**src/rtl/fmap_scan_gen.sv**
```systemverilog
// fmap_scan_gen: two-level raster scan generator for the CNN datapath.
//
// Walks (row, col) over a runtime-programmed feature-map extent with a
// common stride on both axes. Scan positions are presented under a
// valid/ready handshake, and a one-cycle done pulse follows the final
// accepted position.
//
// Optional feature: define FMAP_SCAN_ADDR_EN to add the linear buffer
// address output addr = row*(col_max+1)+col. This also adds its
// row_base/row_step registers and the multiplier. Without the macro those
// are absent and all other behaviour is identical.
//
// Handshake: out_valid is a pure function of registered state and never
// depends on out_ready. A position is consumed on a rising edge where
// out_valid & out_ready. While out_valid & !out_ready, col/row/addr/row_end/last
// hold stable.
//
// state_dbg exposes the FSM state (0 = IDLE, 1 = RUN) for checkers.

module fmap_scan_gen #(
  parameter int COL_W    = 8,
  parameter int ROW_W    = 8,
  parameter int STRIDE_W = 3
`ifdef FMAP_SCAN_ADDR_EN
  ,
  parameter int ADDR_W   = COL_W + ROW_W
`endif
) (
  input  logic                clk,
  input  logic                reset,
  input  logic                start,
  input  logic [COL_W-1:0]    col_max,
  input  logic [ROW_W-1:0]    row_max,
  input  logic [STRIDE_W-1:0] stride,
  input  logic                out_ready,
  output logic                out_valid,
  output logic [COL_W-1:0]    col,
  output logic [ROW_W-1:0]    row,
  output logic                row_end,
  output logic                last,
  output logic                busy,
  output logic                done,
`ifdef FMAP_SCAN_ADDR_EN
  output logic [ADDR_W-1:0]   addr,
`endif
  output logic                state_dbg
);

  typedef enum logic {
    S_IDLE = 1'b0,
    S_RUN  = 1'b1
  } state_t;

  state_t state;
  state_t state_nxt;

  // Scan parameters latched at start; inputs are not looked at again
  // until the next IDLE.
  logic [COL_W-1:0]    col_max_q;
  logic [ROW_W-1:0]    row_max_q;
  logic [STRIDE_W-1:0] stride_q;
  logic                done_q;

  // A programmed stride of zero means a stride of one.
  logic [STRIDE_W-1:0] stride_eff;

  // Next-coordinate sums carry one extra bit, so col_max/row_max of
  // all-ones cannot wrap the comparison.
  logic [COL_W:0] col_sum;
  logic [ROW_W:0] row_sum;
  logic           col_wrap;
  logic           row_wrap;
  logic           hs;
  logic           final_hs;

  // Stride normalisation and next-position arithmetic.
  always_comb begin
    stride_eff = (stride == '0) ? STRIDE_W'(1) : stride;
    col_sum    = {1'b0, col} + (COL_W+1)'(stride_q);
    row_sum    = {1'b0, row} + (ROW_W+1)'(stride_q);
    col_wrap   = (col_sum > {1'b0, col_max_q});
    row_wrap   = (row_sum > {1'b0, row_max_q});
    hs         = (state == S_RUN) && out_ready;
    final_hs   = hs && col_wrap && row_wrap;
  end

  // FSM state register.
  always_ff @(posedge clk or posedge reset) begin
    if (reset) begin
      state <= S_IDLE;
    end else begin
      state <= state_nxt;
    end
  end

  // FSM next-state logic: start only matters in IDLE, and the final
  // handshake returns to IDLE.
  always_comb begin
    state_nxt = state;
    case (state)
      S_IDLE:  if (start)    state_nxt = S_RUN;
      S_RUN:   if (final_hs) state_nxt = S_IDLE;
      default: state_nxt = S_IDLE;
    endcase
  end

  // FSM outputs. All flags are gated by RUN, so IDLE shows zeros even when
  // the latched limits are zero.
  always_comb begin
    out_valid = (state == S_RUN);
    busy      = (state == S_RUN);
    row_end   = (state == S_RUN) && col_wrap;
    last      = (state == S_RUN) && col_wrap && row_wrap;
    done      = done_q;
    state_dbg = state;
  end

  // Coordinate counters, latched parameters and done pulse.
  always_ff @(posedge clk or posedge reset) begin
    if (reset) begin
      col       <= '0;
      row       <= '0;
      col_max_q <= '0;
      row_max_q <= '0;
      stride_q  <= '0;
      done_q    <= 1'b0;
    end else begin
      // Pulse lands in the IDLE cycle that follows the final handshake.
      done_q <= final_hs;
      case (state)
        S_IDLE: begin
          if (start) begin
            col_max_q <= col_max;
            row_max_q <= row_max;
            stride_q  <= stride_eff;
            col       <= '0;
            row       <= '0;
          end
        end
        S_RUN: begin
          if (final_hs) begin
            // Leave the coordinates at zero while idle.
            col <= '0;
            row <= '0;
          end else if (hs) begin
            if (!col_wrap) begin
              col <= col_sum[COL_W-1:0];
            end else begin
              col <= '0;
              row <= row_sum[ROW_W-1:0];
            end
          end
        end
        default: begin
          col <= '0;
          row <= '0;
        end
      endcase
    end
  end

`ifdef FMAP_SCAN_ADDR_EN
  // row_step is the address distance between scanned rows. row_base
  // tracks the address of column 0 of the current row, so a row change
  // needs no multiply at scan rate.
  logic [ADDR_W-1:0] row_base;
  logic [ADDR_W-1:0] row_step;
  logic [ADDR_W-1:0] row_step_init;
  logic [ADDR_W-1:0] row_base_nxt;

  // Start-time multiply and the next row base.
  always_comb begin
    row_step_init = ADDR_W'(stride_eff) *
                    ADDR_W'({1'b0, col_max} + (COL_W+1)'(1));
    row_base_nxt  = row_base + row_step;
  end

  // Linear address tracking, in lock step with the coordinate counters.
  always_ff @(posedge clk or posedge reset) begin
    if (reset) begin
      addr     <= '0;
      row_base <= '0;
      row_step <= '0;
    end else begin
      case (state)
        S_IDLE: begin
          if (start) begin
            addr     <= '0;
            row_base <= '0;
            row_step <= row_step_init;
          end
        end
        S_RUN: begin
          if (final_hs) begin
            addr     <= '0;
            row_base <= '0;
          end else if (hs) begin
            if (!col_wrap) begin
              addr <= addr + ADDR_W'(stride_q);
            end else begin
              row_base <= row_base_nxt;
              addr     <= row_base_nxt;
            end
          end
        end
        default: begin
          addr     <= '0;
          row_base <= '0;
        end
      endcase
    end
  end
`endif

endmodule
```
**config.mk**
```make
export PLATFORM = sky130hd
export DESIGN_NAME = fmap_scan_gen
export DESIGN_NICKNAME = d
export VERILOG_FILES = /design/src/rtl/fmap_scan_gen.sv
export SDC_FILE = /design/constraint.sdc
export NUM_CORES = 1
export LEC_CHECK = 0
export CAP_MARGIN = 20
export CORE_MARGIN = 2
export CORE_UTILIZATION = 35
export DETAILED_ROUTE_END_ITERATION = 10
export PLACE_DENSITY_LB_ADDON = 0.3
export REMOVE_ABC_BUFFERS = 1
export SETUP_SLACK_MARGIN = 0.15
export SKIP_LAST_GASP = 1
export SLEW_MARGIN = 40
export SYNTH_ARGS = -nofsm -noshare
export SYNTH_HDL_FRONTEND = slang
export SYNTH_SLANG_ARGS = --single-unit
```
**constraint.sdc**
```tcl
create_clock -name clk -period 9.98 [get_ports clk]
set_clock_uncertainty 0.05 [all_clocks]
set_input_delay 0.998 -clock clk [delete_from_list [all_inputs] [get_ports clk]]
set_output_delay 0.998 -clock clk [all_outputs]
set_load 0.1 [all_outputs]
```
# After elaboration in Yosys (flattened, before gate mapping)
# Cells that the tools add are included.
# Widths: inputs -> output; s select.
dict set report word_totals {
  output_inout_bits 22
  elab_cells 37
  reg_bits 37
  in_bits 23
}
dict set report classes {
  n_addsub 2
  n_reduce_logical 9
  muxes 13
  eq_ne 3
  bitwise 1
  magnitude_cmp 2
}
# cell n
set op_table {}
lappend op_table {{$mux 8} 7}
lappend op_table {{$pmux 8 s2} 2}
lappend op_table {{$add 8x3->9} 2}
lappend op_table {{$gt 9x8->1} 2}
lappend op_table {{$ne 3x1->1 const B} 2}
lappend op_table {{$logic_and 1x1->1} 5}
lappend op_table {{$reduce_and 2->1} 2}
lappend op_table {{$logic_not 3->1} 1}
lappend op_table {{$mux 3} 1}
lappend op_table {{$reduce_and 3->1} 1}
lappend op_table {{$mux 1} 2}
lappend op_table {{$ne 2x2->1 const B} 1}
lappend op_table {{$pmux 1 s2} 1}
lappend op_table {{$not 1->1} 1}

# Logic depth before layout (Yosys ltp)
# Gate-level depths: netlist of the first run.
dict set report logic_depth {
  word_depth 6
  depth_mapped 14
  ltp_nobuf 14
}

# Worst setup path after synthesis of the first run
# OpenSTA, ideal clock, no wires.
dict set report synth_timing {
  path_kind {register to output}
  start {reg col[0]}
  end {out last}
  required_time_ps 8932
  n_path_buf 0
  arrival_time_ps 4575
  path_slack_ps 4357
  stages_incl_launch_ff 12
  path_cell_list {dfrtp_1 > ha_1 > fa_1 > a21oi_1 > nor2_1 > xor2_1 > ha_1 > nand4_1 > o221ai_1 > or3_4 > and3_1 > and2_1}
}
dict set report synth_via {
  elab_chain_cells 4
}
# item line
set synth_rtl {}
lappend synth_rtl {{from (decl)} 37} ;# output logic [COL_W-1:0] col,
lappend synth_rtl {{from (signal assigned)} 147} ;# col <= col_sum[COL_W-1:0];
lappend synth_rtl {{$add 8x3->9} 79} ;# col_sum = {1'b0, col} + (COL_W+1)'(stride_q);
lappend synth_rtl {{$gt 9x8->1} 81} ;# col_wrap = (col_sum > {1'b0, col_max_q});
lappend synth_rtl {{$logic_and 1x1->1} -}
lappend synth_rtl {{net row_end} 39} ;# output logic row_end,
lappend synth_rtl {{$logic_and 1x1->1} 113} ;# last = (state == S_RUN) && col_wrap && row_wrap;
lappend synth_rtl {{to (decl)} 40} ;# output logic last,
# The timed path passes the listed nets, and every way through them passes these cells.

# Final worst setup path of the first run
dict set report layout_timing {
  start {reg col[0]}
  end {out last}
}
dict set report layout_via {
  elab_chain_cells 4
}
# item line
set layout_rtl {}
lappend layout_rtl {{$add 8x3->9} 79}
lappend layout_rtl {{$gt 9x8->1} 81}
lappend layout_rtl {{$logic_and 1x1->1 (2 in series)} 113}
# Every way passes these cells.

==> summary.txt, run 1 <==
H-tree levels = 2
Slew HR = 64.3%
vias in the first global route = 1,853
WL final = 5080 µm
quantity of hold-fixing buffers added after cts = 0
async set-reset flop share out of synthesis = 100%
Area Overhead vs Synth = 21.1%
DRC errors left = 0
pin count of the biggest net entering global routing = 38
critical path arrival = 3.76 ns
startpoint type of the worst setup path = flip-flop
clk sinks = 37
die height = 84.7 µm
Nets = 335
WL met3 = 247 µm
wire per inst = 13.9 µm
via/cell ratio = 5.15
post-synth top area share = 40.6%
final RePlAce weighted congestion = 0.859
Final setup viols = 0
Syn Std Cell Area = 0.00228 mm²
first-pass GRT wire length = 8710 µm
Max clock buf depth = 2
max-slew violations = 0
Post-DP Area = 0.00267 mm²
CTS tree = built
MaxCap Viol Count = 0
DPL Wire Length = 3780 µm
kind of critical path = reg2out
DR pass1 iterations = 4
Total Routing Usage GR = 15.3%
cell family with most CP delay = adder cells
Slew @ Worst Pin = 0.535 ns
clk slew on worst S/H paths = 0.08 ns
total number of vias = 1,879
post-route ant nets = 0
core area = 0.00631 mm²
final hold viol count = 0
cell count after placement = 358
Critical Path RT = 8.93 ns
root buffer cell = clkbuf_8
cell repeated most along the worst path = ha_1
initial antenna violation count = 0
syn_area_per_cell = 9.30 µm²
grt ovf = 0
Synth top cells by count = nand2_1 (43), dfrtp_1 (37), inv_1 (23), ha_1 (22), o21ai_0 (20)
Mapped Cells = 245
area of the multi-input gates = 0.00122 mm²
Main synth FF type = dfrtp_1
Critical Path Fanout Max = 4
clock latency on the worst-skew pair = 0.29 ns
layout filler cell count = 665
starting DRC count in detailed routing = 103
fmax = 208 MHz
EDFF count, synth = 0
post_cts resized = 0
full die area = 0.00717 mm²
leading post-synthesis cells by cell area = dfrtp_1 (41%), ha_1 (12%), nand2_1 (7.1%), o21ai_0 (4.4%), inv_1 (3.8%)
IO Count = 45
crit-path max cell delay = 0.44 ns
Yosys warning count = 0
sequential cell area = 926 µm²
die width = 84.7 µm
Min-Delay Path Class = reg2reg
final period utilization = 48.2%
I/O Buffers = 44
Initial Utilization = 36.1%
Non-Filler Instances = 365
highest metal used = met4
postcts setup bufs = 0
synth unique cells = 48
crit-path cells = ha_1 -> fa_1 -> a21oi_1 -> nor2_1 -> xor2_1 -> ha_1 -> a211oi_1 -> o221ai_1 -> or3_4 -> and3_1 -> and2_1 -> buf_2
n_diodes = 0
Setup TNS Final = 0 ns
cell taking the most area after synthesis = dfrtp_1
CP bufs+invs = 1
status = finished clean
count leader, synth = nand2_1
layout cells sized above 1 = 14.9%
met2 WL = 2400 µm
RSZ-0062 raised after global routing = false
sequential element share of the synthesized area = 40.6%
Synth Register Bits = 37
Final Instance Area = 0.00276 mm²
Num CTS Buffers = 5
wl on met1 = 2390 µm
row cnt = 29
post-layout util = 43.7%
CP Capture Type = output port
Final min period = 4.81 ns
Crit-path slowest cell = or3_4
## kinds of logic after synthesis
logic type | Yosys count | synth area share [%]
AO/OA/AOI/OAI | 63 | 18.6
XOR/XNOR | 10 | 3.84
adder cells (fa/ha/maj) | 24 | 13.8
buffers and inverters | 33 | 5.99
flip-flops | 37 | 40.6
AND/OR/NAND/NOR | 78 | 17.1
## per-layer routing
metal / vias to the layer above / track usage, %
met2: 47 / 25.2
li1: 941 / -
met4: 0 / 4.47
met5: - / 0
met3: 8 / 2.85
met1: 883 / 20.5
## cell usage in the layout, fill, tap and decap left out, types with 2 or more instances in the layout
cell	Yosys	routed
ha_1	22	22
clkdlybuf4s50_1	0	22
a21oi_1	13	13
fa_1	2	2
buf_2	1	22
a211oi_1	4	4
nand2_1	43	43
buf_4	3	2
clkbuf_8	0	6
inv_1	23	23
nor2b_1	3	2
nor3_1	2	2
a32o_1	3	3
a21o_1	3	3
nor2_1	9	9
a31o_2	2	2
dfrtp_1	37	37
a22o_1	5	5
a31oi_1	3	3
nand4_1	2	2
and3_1	2	2
xor2_1	5	5
xnor2_1	5	5
o21ai_0	20	20
nand3_1	3	3
## layout make-up
class,instances,area share (%)
Clock buffer,7,3.13
Inverter,23,3.13
Multi-Input combinational cell,175,44.2
Sequential cell,37,33.6
Tap cell,77,3.49
Timing Repair Buffer,46,12.5
## per-stage QoR
stage / worst slack (ns) / hold slack, ns
finish: 5.17 / 0.445
global route: 4.94 / 0.458
CTS: 5.16 / 0.453
detailed placement: 5.51 / 0.435
global placement: 4.81 / 0.426
floorplan: 4.36 / 0.402
## flip-flops by register name (all words and copies together), names as in the netlist
signal,flops
col,8
col_max_q,8
row,8
row_max_q,8
stride_q,3
busy,1
done,1
## tightest hold or removal path: cells and delay by family (launching register included)
family / cells / cell delay, ns
DFF: 1 / 0.35
and+or+nand+nor: 2 / 0.11
## path summary, 6_finish.rpt
check | startpoint | end | slack [ns] | cells past startpoint
max in group asynchronous | reset | col_max_q[0] | 8.46 | 3
setup reg to reg | col[0] | col[6] | 6.25 | 12
hold reg to reg | col_max_q[0] | col_max_q[0] | 0.45 | 2
hold / removal | col_max_q[0] | col_max_q[0] | 0.45 | 2
min in group asynchronous | reset | col[7] | 1.08 | 3
setup / recovery | col[0] | last | 5.17 | 12
Power of run 1 is not shown: default switching activity piles up to over one toggle a cycle in this logic, so the estimate is an artifact.
==> inputs of run 2 (changes only) <==
Clock period 9.98 ns to 3.9 ns, I/O delays scaled along.
==> summary.txt, run 2 (synthesis results as in run 1) <==
Nets = 344 (+2.7%)
final period utilization = 95.4%
crit-path max cell delay = 0.41 ns (-0.03 ns)
H-tree levels = 2 (unchanged)
Num CTS Buffers = 5 (unchanged)
pin count of the biggest net entering global routing = 38 (unchanged)
grt ovf = 0 (unchanged)
total number of vias = 1,896 (+0.90%)
Slew HR = 64.6% (+0.30 points)
Initial Utilization = 36.1% (unchanged)
Slew @ Worst Pin = 0.531 ns (-0.00449 ns)
DPL Wire Length = 3740 µm (-1.0%)
root buffer cell = clkbuf_8
row cnt = 29 (unchanged)
wire per inst = 13.4 µm (-3.9%)
Critical Path Fanout Max = 4 (unchanged)
via/cell ratio = 5.06 (-1.8%)
first-pass GRT wire length = 8510 µm (-2.4%)
starting DRC count in detailed routing = 98 (-4.9%)
Max clock buf depth = 2 (unchanged)
Setup TNS Final = 0 ns (unchanged)
Crit-path slowest cell = dfrtp_1
die width = 84.7 µm (unchanged)
DR pass1 iterations = 4 (unchanged)
quantity of hold-fixing buffers added after cts = 0 (unchanged)
final RePlAce weighted congestion = 0.872 (+1.5%)
most common cell after layout, fill and taps aside = nand2_1
I/O Buffers = 44 (unchanged)
vias in the first global route = 1,817 (-1.9%)
Final min period = 3.72 ns
n_diodes = 0 (unchanged)
clock latency on the worst-skew pair = 0.29 ns (about the same)
full die area = 0.00717 mm² (unchanged)
MaxCap Viol Count = 0 (unchanged)
layout cells sized above 1 = 21.8% (+6.9 points)
RSZ-0062 raised after global routing = true
Min-Delay Path Class = reg2reg
WL final = 5020 µm (-1.3%)
startpoint type of the worst setup path = flip-flop
clk slew on worst S/H paths = 0.07 ns (about the same)
IO Count = 45 (unchanged)
commonest cells after routing, fill and taps aside = nand2_1 (43), dfrtp_1 (37), inv_1 (23)
crit-path cells = ha_2 -> fa_2 -> a21oi_4 -> nor2_1 -> xor2_1 -> ha_1 -> nand4_1 -> o32a_1 -> or2_4 -> and3_4 -> and2_4 -> buf_12
crit path from = stride_q[0]
Total Routing Usage GR = 14.8% (-0.45 points)
fmax = 269 MHz
die height = 84.7 µm (unchanged)
r2r startpoint = stride_q[0]
kind of critical path = reg2out
Area Overhead vs Synth = 28.0%
status = finished clean
clk sinks = 37 (unchanged)
Final setup viols = 0 (unchanged)
CP Capture Type = output port
final hold viol count = 0 (unchanged)
post-route ant nets = 0 (unchanged)
core area = 0.00631 mm² (unchanged)
critical path arrival = 3.28 ns (-0.48 ns)
hold path startpoint = col_max_q[0]
initial antenna violation count = 0 (unchanged)
Critical Path RT = 3.46 ns (-5.47 ns)
CTS tree = built
DRC errors left = 0 (unchanged)
max-slew violations = 0 (unchanged)
==> run 2: repair_timing <==
| item | in CTS | in global routing |
|---|---|---|
| pin swaps | 8 | 1 |
| gates resized for setup | 9 | 3 |
| endpoints found under the setup margin | 2 | 1 |
| endpoints found under the hold margin | 0 | 0 |
| setup buffers | 5 | 0 |
==> run 2: stage by stage <==
| stage | cells | util (%) | hold slack, ns | setup WS (ns) | cell area (µm²) |
|---|---|---|---|---|---|
| 6_report | 375 | 46.2 | 0.441 | 0.181 | 2920 |
| 5_1_grt | 375 | 46.2 | 0.488 | 0.0627 | 2920 |
| 4_1_cts | 375 | 46.0 | 0.447 | 0.177 | 2900 |
| 3_5_place_dp | 362 | 43.3 | 0.428 | 0.133 | 2730 |
| 3_3_place_gp | 362 | 44.9 | 0.428 | 0.198 | 2830 |
| 2_1_floorplan | 235 | - | 0.402 | -1.11 | 2230 |
==> run 2: cell type report <==
type,instances,area [µm²]
clock buffer,7,96.3
clock inverter,1,5.00
fill,633,3400
inverter,23,86.3
multi-input combinational,175,1260
sequential,37,926
tap,77,96.3
timing repair buffer,55,443
==> run 2: routing by layer <==
metal	global-route usage, %	part of all wire, %	routed length, µm	vias to the layer above
met2	23.8	45	2260	47
li1	-	-	-	958
met5	0	0	0	-
met4	3.90	0.72	36	0
met1	20.4	49	2450	887
met3	3.15	5.6	280	4
==> run 2: final timing paths <==
| path | end | slack [ns] | cells after the start |
|---|---|---|---|
| worst max-delay path | last | 0.18 | 12 |
| worst min-delay path | col_max_q[0] | 0.44 | 2 |
| worst max register to register | row[3] | 0.48 | 13 |
| worst min register to register | col_max_q[0] | 0.44 | 2 |
| max in group asynchronous | row[4] | 2.99 | 3 |
| min in group asynchronous | col_max_q[7] | 0.47 | 3 |
==> run 2: critical path: cells and delay by family, from the launching register on <==
kind / cells / cell delay (ns)
buffers and inverters: 1 / 0.16
adders and majority gates: 3 / 0.92
DFF: 1 / 0.41
and+or+nand+nor: 5 / 0.87
xor gates and xnor gates: 1 / 0.15
AOI/OAI and AO/OA: 2 / 0.48
Power of run 2 is left out for the same reason.
